--- src/rtl/uart_rx_pkg.sv ---
// Shared UART definitions: default line timing, the bit-period formula and receiver FSM states.
package uart_rx_pkg;

  localparam int unsigned SYS_CLK_DEFAULT  = 25_000_000;
  localparam int unsigned BAUDRATE_DEFAULT = 115200;

  typedef enum logic [2:0] {
    S_WAIT_IDLE,
    S_IDLE,
    S_START,
    S_DATA,
    S_STOP
  } rx_state_e;

  function automatic int unsigned clks_per_bit(input int unsigned sys_clk,
                                               input int unsigned baud);
    return sys_clk / baud;
  endfunction

endpackage

--- src/rtl/uart_rx_if.sv ---
// CPU-side bus of the UART receiver: register select, read data, cycle/write strobes, interrupt.
interface uart_rx_if;
  logic       i_adr;
  logic       i_cyc;
  logic       i_we;
  logic [7:0] o_dat;
  logic       o_int;

  modport slave  (input  i_adr, i_cyc, i_we, output o_dat, o_int);
  modport master (output i_adr, i_cyc, i_we, input  o_dat, o_int);
endinterface

--- src/rtl/uart_rx_sync_2ff.sv ---
// Two-flop synchroniser for a single asynchronous input with a configurable reset value.
module uart_rx_sync_2ff #(
  parameter logic RESET_VAL = 1'b1
) (
  input  logic i_clk,
  input  logic i_reset,
  input  logic d,
  output logic q
);

  logic meta_q, meta_d;
  logic sync_q, sync_d;

  always_comb begin
    meta_d = d;
    sync_d = meta_q;
  end

  always_ff @(posedge i_clk) begin
    if (i_reset) begin
      meta_q <= RESET_VAL;
      sync_q <= RESET_VAL;
    end else begin
      meta_q <= meta_d;
      sync_q <= sync_d;
    end
  end

  assign q = sync_q;

endmodule

--- src/rtl/uart_rx.sv ---
// 8N1 UART receiver with a one-byte holding register, status flags and a byte-ready pulse.
module uart_rx
  import uart_rx_pkg::*;
#(
  parameter int unsigned SYS_CLK  = SYS_CLK_DEFAULT,
  parameter int unsigned BAUDRATE = BAUDRATE_DEFAULT
) (
  input  logic      i_clk,
  input  logic      i_reset,
  uart_rx_if.slave  bus,
  input  logic      rx
);

  localparam int unsigned TICK  = clks_per_bit(SYS_CLK, BAUDRATE);
  localparam int unsigned HALF  = TICK / 2;
  localparam logic [8:0]  TICK9 = 9'(TICK);
  localparam logic [8:0]  HALF9 = 9'(HALF);

  if (TICK > 511 || TICK < 4) begin : g_bad_tick
    $error("uart_rx: clocks per bit out of range for the 9-bit baud counter");
  end

  logic       rx_s;
  rx_state_e  state_q, state_d;
  logic [8:0] cnt_q, cnt_d;
  logic [2:0] bit_idx_q, bit_idx_d;
  logic [7:0] shreg_q, shreg_d;
  logic [7:0] holding_q, holding_d;
  logic       valid_q, valid_d;
  logic       overrun_q, overrun_d;
  logic       frame_err_q, frame_err_d;
  logic       int_q, int_d;
  logic       data_rd;
  logic       restart;

  uart_rx_sync_2ff #(.RESET_VAL(1'b1)) u_sync (
    .i_clk   (i_clk),
    .i_reset (i_reset),
    .d       (rx),
    .q       (rx_s)
  );

  assign data_rd = bus.i_cyc & ~bus.i_we & ~bus.i_adr;

  always_comb begin
    state_d     = state_q;
    bit_idx_d   = bit_idx_q;
    shreg_d     = shreg_q;
    holding_d   = holding_q;
    valid_d     = valid_q & ~data_rd;
    overrun_d   = overrun_q & ~data_rd;
    frame_err_d = frame_err_q & ~data_rd;
    int_d       = 1'b0;
    restart     = 1'b0;

    unique case (state_q)
      S_WAIT_IDLE: if (rx_s) state_d = S_IDLE;
      S_IDLE:      if (!rx_s) state_d = S_START;
      S_START: begin
        bit_idx_d = '0;
        if (cnt_q == HALF9) state_d = rx_s ? S_IDLE : S_DATA;
      end
      S_DATA: begin
        // each bit sample restarts the counter as if re-entering DATA
        if (cnt_q == TICK9) begin
          shreg_d[bit_idx_q] = rx_s;
          restart            = 1'b1;
          if (bit_idx_q == 3'd7) state_d = S_STOP;
          else                   bit_idx_d = bit_idx_q + 3'd1;
        end
      end
      S_STOP: begin
        if (cnt_q == TICK9) begin
          if (rx_s) begin
            state_d = S_IDLE;
            // a data read in this same cycle frees the holding register
            if (!valid_q || data_rd) begin
              holding_d = shreg_q;
              valid_d   = 1'b1;
              int_d     = 1'b1;
            end else begin
              overrun_d = 1'b1;
            end
          end else begin
            frame_err_d = 1'b1;
            state_d     = S_WAIT_IDLE;
          end
        end
      end
      default: state_d = S_WAIT_IDLE;
    endcase

    cnt_d = (state_d != state_q || restart) ? '0 : cnt_q + 9'd1;
  end

  always_ff @(posedge i_clk) begin
    if (i_reset) begin
      state_q     <= S_WAIT_IDLE;
      cnt_q       <= '0;
      bit_idx_q   <= '0;
      shreg_q     <= '0;
      holding_q   <= '0;
      valid_q     <= 1'b0;
      overrun_q   <= 1'b0;
      frame_err_q <= 1'b0;
      int_q       <= 1'b0;
    end else begin
      state_q     <= state_d;
      cnt_q       <= cnt_d;
      bit_idx_q   <= bit_idx_d;
      shreg_q     <= shreg_d;
      holding_q   <= holding_d;
      valid_q     <= valid_d;
      overrun_q   <= overrun_d;
      frame_err_q <= frame_err_d;
      int_q       <= int_d;
    end
  end

  assign bus.o_dat = bus.i_adr ? {5'b0, frame_err_q, overrun_q, valid_q} : holding_q;
  assign bus.o_int = int_q;

endmodule

--- src/flat_wrapper.sv ---
// flat-port wrapper written by rule: the top's interface ports become plain ports
module uart_rx_flat import uart_rx_pkg::*;
#(
  parameter int unsigned SYS_CLK  = SYS_CLK_DEFAULT,
  parameter int unsigned BAUDRATE = BAUDRATE_DEFAULT
)
  (i_clk, i_reset, rx, bus_i_adr, bus_i_cyc, bus_i_we, bus_o_dat, bus_o_int);
  uart_rx_if bus_i ();
  input  logic i_clk;
  input  logic i_reset;
  input  logic rx;
  input wire logic [$bits(bus_i.i_adr)-1:0] bus_i_adr;
  input wire logic [$bits(bus_i.i_cyc)-1:0] bus_i_cyc;
  input wire logic [$bits(bus_i.i_we)-1:0] bus_i_we;
  output wire logic [$bits(bus_i.o_dat)-1:0] bus_o_dat;
  output wire logic [$bits(bus_i.o_int)-1:0] bus_o_int;
  assign bus_i.i_adr = bus_i_adr;
  assign bus_i.i_cyc = bus_i_cyc;
  assign bus_i.i_we = bus_i_we;
  assign bus_o_dat = bus_i.o_dat;
  assign bus_o_int = bus_i.o_int;
  uart_rx #(.SYS_CLK(SYS_CLK), .BAUDRATE(BAUDRATE)) u_core (.i_clk(i_clk), .i_reset(i_reset), .bus(bus_i), .rx(rx));
endmodule
--- config.mk ---
export PLATFORM = sky130hd
export DESIGN_NAME = uart_rx_flat
export DESIGN_NICKNAME = d
export VERILOG_FILES = /design/src/rtl/uart_rx_pkg.sv /design/src/rtl/uart_rx_if.sv /design/src/rtl/uart_rx_sync_2ff.sv /design/src/rtl/uart_rx.sv /design/src/flat_wrapper.sv
export SDC_FILE = /design/constraint.sdc
export NUM_CORES = 1
export LEC_CHECK = 0
export CAP_MARGIN = 20
export CORE_ASPECT_RATIO = 0.9
export CORE_MARGIN = 2
export CORE_UTILIZATION = 36
export CTS_CLUSTER_SIZE = 14
export DETAILED_ROUTE_END_ITERATION = 8
export DONT_BUFFER_PORTS = 1
export PLACE_DENSITY_LB_ADDON = 0.08
export SETUP_SLACK_MARGIN = 0.4
export SYNTH_ARGS = -nofsm -noshare
export SYNTH_HDL_FRONTEND = slang
export SYNTH_SLANG_ARGS = --single-unit
--- constraint.sdc ---
create_clock -name i_clk -period 3.32 [get_ports i_clk]
set_input_delay 0.664 -clock i_clk [delete_from_list [all_inputs] [get_ports i_clk]]
set_output_delay 0.664 -clock i_clk [all_outputs]
set_load 0.02 [all_outputs]
=== Word-level counts from Yosys, hierarchy flattened ===
Cells that the tools add are included.

* Register bits: 37
* Bits of input ports: 6
* Output and inout bits: 9
* Logic and storage cells: 77

* Add/sub/neg operators: 2
* Order comparisons: 2
* Eq/ne operators: 10
* Multiplexer cells: 30
* Bitwise logic cells: 11
* Reductions and logical operators: 11

{| class="wikitable"
|+ Operator list
! operator !! number
|-
| $mux 3 || 8
|-
| $mux 1 || 16
|-
| $pmux 3 s5 || 1
|-
| $add 9x1->9 const B || 1
|-
| $eq 9x7->1 const B || 1
|-
| $eq 9x8->1 const B || 1
|-
| $bwmux 8 || 1
|-
| $mux 8 || 1
|-
| $eq 3x2->1 const B || 2
|-
| $eq 3x3->1 const B || 2
|-
| $not 1->1 || 6
|-
| $pmux 3 s2 || 1
|-
| $and 1x1->1 || 5
|-
| $lt 3x4->1 const B || 1
|-
| $reduce_and 4->1 || 1
|-
| $reduce_or 4->1 || 1
|-
| $add 3x1->3 const B || 1
|-
| $demux 1 s3 || 1
|-
| $eq 3x1->1 const B || 1
|-
| $ge 3x1->1 const B || 1
|-
| $logic_not 3->1 || 1
|-
| $ne 3x3->1 || 1
|-
| $reduce_and 3->1 || 1
|-
| $logic_or 1x1->1 || 2
|-
| 8 further kinds || 8
|}

=== Depth between registers and ports, before layout ===
* Depth after elaboration: 9
* Gate-level depth with buffers: 8
* Depth with buffers taken out: 6

=== By module ===
Synthesis repeated with hierarchy kept, for this count alone.

* Cells, all modules: 200
* Area, all modules: 1,846.8 um^2

{| class="wikitable"
|+ Modules (own cells, without submodules)
! module !! instances !! cells an instance !! area each (um^2) !! seq. area each (um^2)
|-
| uart_rx || 1 || 196 || 1,794.2 || 700.7
|-
| uart_rx_sync_2ff || 1 || 4 || 52.6 || 40.0
|}

=== Worst setup path before layout ===
OpenSTA, ideal clock, no wires.

* Path type: input to register
* Start: in bus_i_adr
* End: reg u_core.holding_q[0]
* Setup time: 0.128 ns
* Arrival time: 2.283 ns
* Required time: 3.192 ns
* Setup slack: 0.910 ns
* Cell stages on the path: 5
* Path buffers: 1
* Path through: clkbuf_1 > or3b_1 > a2111oi_4 > mux2i_1 > nor2_1

* Word-level cells in the longest chain between the ends: 4

{| class="wikitable"
|+ Ends and longest elaborated chain
! element !! RTL line !! text
|-
| start: declaration || flat_wrapper.sv:12 || <nowiki>input wire logic [$bits(bus_i.i_adr)-1:0] bus_i_adr;</nowiki>
|-
| $not 1->1 || uart_rx.sv:43 || <nowiki>assign data_rd = bus.i_cyc & ~bus.i_we & ~bus.i_adr;</nowiki>
|-
| $and 1x1->1 || uart_rx.sv:43 ||
|-
| $logic_or 1x1->1 || uart_rx.sv:77 || <nowiki>if (!valid_q || data_rd) begin</nowiki>
|-
| $reduce_and 4->1 (no line) || - ||
|-
| end signal: assignment || uart_rx.sv:112 || <nowiki>holding_q <= holding_d;</nowiki>
|-
| end: declaration || uart_rx.sv:28 || <nowiki>logic [7:0] holding_q, holding_d;</nowiki>
|}

Every way passes these cells.
A chain may end at the register's enable or synchronous reset.

=== Final worst setup path ===
* Start: reg u_core.cnt_q[0]
* End: reg u_core.holding_q[3]

* Word-level cells in the longest chain between the ends: 2

{| class="wikitable"
|+ Ends and longest elaborated chain
! element !! RTL line !! text
|-
| start: declaration || uart_rx.sv:25 || <nowiki>logic [8:0] cnt_q, cnt_d;</nowiki>
|-
| start signal: assignment || uart_rx.sv:109 || <nowiki>cnt_q <= cnt_d;</nowiki>
|-
| $eq 9x8->1 || uart_rx.sv:73 || <nowiki>if (cnt_q == TICK9) begin</nowiki>
|-
| $reduce_and 4->1 (no line) || - ||
|}

Every way passes these cells.

==> insert_results.sql <==
INSERT INTO impl_metrics (metric_group, metric, value, unit) VALUES
('pwr', 'vdd_drop_max', '0.214', 'mV'),
('die', 'initial_core_util', '37.6', '%'),
('final_layout', 'finalNetCount', '210', ''),
('die', 'core-area', '4860', 'sq um'),
('route', 'first_iter_violations', '69', ''),
('timing', 'clock-skew-final', '0.00417', 'ns'),
('final_layout', 'mostFrequentLayoutCells', 'sky130_fd_sc_hd__dfxtp_1, sky130_fd_sc_hd__nor2_1, sky130_fd_sc_hd__mux2i_1', ''),
('cts', 'worst_setup_hold_path_clk_slew', '0.07', 'ns'),
('timing', 'finalHoldWorstSlack', '0.419', 'ns'),
('grt', 'globalRoute.totalOverflow', '0', ''),
('placed_design', 'place_hpwl', '2660', 'microns'),
('critical_path', 'setup.reg_to_reg.worst_slack', '0.88', 'ns'),
('synth', 'synth-main-ff-cell', 'sky130_fd_sc_hd__dfxtp_1', ''),
('timing', 'worstMarginPinSlew', '0.849', 'ns'),
('cts', 'cts_tree', 'done', ''),
('route', 'wl', '3800', 'microns'),
('critical_path', 'regToRegEndpoint', 'u_core.holding_q[3]', ''),
('route', 'vias', '1414', ''),
('synth', 'synth_seq_area_share', '40.5', '%'),
('synth', 'synth.yosys.warnings', '0', ''),
('critical_path', 'ff2ff_path_depth', '5', ''),
('grt', 'grt_max_degree', '30', ''),
('final_layout', 'final_area', '1970', 'sq um'),
('timing', 'final-max-slew-violation-count', '0', ''),
('grt', 'grt_pass1_vias', '1339', ''),
('final_layout', 'multi_input_area', '1020', 'sq um'),
('critical_path', 'critical_path_class', 'reg -> reg', ''),
('timing', 'setup_tns', '0', 'ns'),
('synth', 'post-synth-top-area-fraction', '40.5', '%'),
('cts', 'post_cts_resized', '0', ''),
('timing', 'clock.fmax', '410', 'MHz'),
('synth', 'synth_enable_flop_cells', '0', ''),
('critical_path', 'arrival_time_of_the_worst_setup_path', '2.62', 'ns'),
('worst_hold_path', 'hold_path_depth', '1', ''),
('flow_run', 'cap_viol_max_count', '0', ''),
('final_layout', 'fraction_of_final_layout_cells_with_drive_strength_greater_than_1', '8.50', '%'),
('critical_path', 'critPathLaunchType', 'flip-flop', ''),
('placed_design', 'port-buffer-count', '0', ''),
('outcome', 'run_status', 'completed', ''),
('critical_path', 'cp_data_required_time', '3.50', 'ns'),
('route', 'dr.pass1.iters', '4', ''),
('pwr', 'leakage', '0.680', 'nW'),
('cts', 'max-clock-path-buffers', '2', ''),
('cts', 'tritoncts_buffers', '5', ''),
('cts', 'clkLatencyLatePin', '0.28', 'ns'),
('timing', 'timing.slew.headroom', '43.4', '%'),
('final_layout', 'layout.filler_cells', '509', ''),
('worst_hold_path', 'hp_class', 'reg -> reg', ''),
('die', 'die_x', '79.1', 'microns'),
('synth', 'synth_cell_type_count', '43', ''),
('pwr', 'power_density', '421', 'nW/um^2'),
('route', 'post_drt_wl_per_cell', '14.3', 'microns'),
('grt', 'grt_first_pass_wirelength', '6560', 'microns'),
('critical_path', 'worstPathMaxFanout', '9', ''),
('die', 'placementRows', '24', ''),
('final_layout', 'antenna_cells_inserted', '0', ''),
('critical_path', 'critical_path.reg2reg.startpoint', 'u_core.cnt_q[0]', ''),
('die', 'io_pins', '15', ''),
('synth', 'gate_count_after_technology_mapping', '204', ''),
('grt', 'antenna_found_initial', '0', ''),
('critical_path', 'startpoint', 'u_core.cnt_q[0]', ''),
('final_layout', 'area_delta_synth_final', '7.88', '%'),
('worst_hold_path', 'worst_hold_startpoint', 'u_core.u_sync.meta_q', ''),
('worst_hold_path', 'min_delay_worst_endpoint', 'u_core.u_sync.q', ''),
('cts', 'cts_max_level', '2', ''),
('synth', 'synth-async-reset-ratio', '0', '%'),
('route', 'ant_nets', '0', ''),
('final_layout', 'register_area', '741', 'sq um'),
('cts', 'cts.root.buffer_cell', 'sky130_fd_sc_hd__clkbuf_8', ''),
('placed_design', 'gp_congestion', '0.812', ''),
('cts', 'cts_num_sinks', '37', '');
==> per-layer routing <==
| metal | share of wire [%] | vias to the layer above | GRT usage [%] | wire length [microns] |
|---|---|---|---|---|
| li1 | - | 722 | - | - |
| met1 | 51 | 656 | 21.2 | 1920 |
| met2 | 43 | 31 | 21.3 | 1630 |
| met3 | 5.1 | 5 | 4.16 | 195 |
| met4 | 1.4 | 0 | 5.17 | 53 |
| met5 | 0 | - | 0 | 0 |
==> flip-flops by register name, summed over array words and instances, names as in the netlist, 3 cells and up <==
signal	cells
u_core.cnt_q	9
u_core.holding_q	8
u_core.bit_idx_q	3
u_core.state_q	3
u_core.shreg_q	8
==> synthesized netlist by cell type, types with 2 or more instances <==
| cell | number |
|---|---|
| sky130_fd_sc_hd__inv_1 | 4 |
| sky130_fd_sc_hd__nand2_1 | 11 |
| sky130_fd_sc_hd__nor2_1 | 21 |
| sky130_fd_sc_hd__nor3_1 | 12 |
| sky130_fd_sc_hd__nand3_1 | 9 |
| sky130_fd_sc_hd__nand4_1 | 6 |
| sky130_fd_sc_hd__mux2i_1 | 15 |
| sky130_fd_sc_hd__or2_2 | 2 |
| sky130_fd_sc_hd__clkbuf_1 | 9 |
| sky130_fd_sc_hd__nor2b_1 | 7 |
| sky130_fd_sc_hd__mux2_2 | 3 |
| sky130_fd_sc_hd__nor4_1 | 5 |
| sky130_fd_sc_hd__buf_1 | 4 |
| sky130_fd_sc_hd__a21oi_1 | 9 |
| sky130_fd_sc_hd__nor3b_1 | 5 |
| sky130_fd_sc_hd__xor2_1 | 2 |
| sky130_fd_sc_hd__a21o_1 | 2 |
| sky130_fd_sc_hd__dfxtp_1 | 37 |
| sky130_fd_sc_hd__ha_1 | 5 |
| sky130_fd_sc_hd__nand2b_1 | 2 |
| sky130_fd_sc_hd__xnor2_1 | 5 |
| sky130_fd_sc_hd__o21ai_0 | 4 |
| sky130_fd_sc_hd__and4_1 | 2 |
| sky130_fd_sc_hd__nand3b_1 | 3 |
| sky130_fd_sc_hd__o21bai_1 | 2 |
==> per-stage QoR <==
stage	total power [mW]	util, %	worst slack (ns)
final	0.830	40.5	0.879
after global routing	0.871	40.5	0.685
after CTS	0.844	40.5	0.863
after detailed placement	0.502	38.4	0.884
after global placement	0.501	38.4	0.918
after floorplan	0.500	-	0.910
==> area by class of cell <==
type	count	share of cell area, %
clock buffer	7	4.89
inverter	4	0.762
multi-input combinational	149	51.6
sequential	37	37.6
tap	65	4.13
clock inverter	1	0.254
timing repair buffer	2	0.762
==> worst max-delay path: stages, from the launching register on <==
cell	delay, ns
sky130_fd_sc_hd__dfxtp_1	0.41
sky130_fd_sc_hd__ha_1	0.18
sky130_fd_sc_hd__or4b_1	0.61
sky130_fd_sc_hd__a2111oi_4	0.80
sky130_fd_sc_hd__mux2i_1	0.27
sky130_fd_sc_hd__nor2_1	0.05
==> power breakdown <==
group	switching (mW)	leakage (nW)	total [mW]	internal, mW
registers	0.00855	0.299	0.457	0.448
logic	0.0207	0.326	0.0353	0.0146
clock network	0.150	0.0542	0.338	0.187
==> logic make-up (layout without fill, tap and decap cells) <==
kind of cell	after synthesis	count (layout)	share of synthesized area, %
DFF	37	37	40.5
muxes	18	18	10.1
buffers and inverters	18	14	3.77
adders and majority gates	5	5	3.42
xor gates and xnor gates	7	7	3.36
and+or+nand+nor	94	94	28.8
AOI/OAI and AO/OA	25	25	10.0
==> how the worst max path moves through the flow <==
stage / end / slack (ns) / cells after the start
final: u_core.holding_q[3] / 0.88 / 5
after global routing: u_core.holding_q[3] / 0.69 / 5
after CTS: u_core.holding_q[3] / 0.86 / 5
after detailed placement: u_core.holding_q[3] / 0.88 / 5
after global placement: u_core.holding_q[6] / 0.92 / 4
after floorplan: u_core.holding_q[0] / 0.91 / 5
Power figures use the tool's default switching activity.
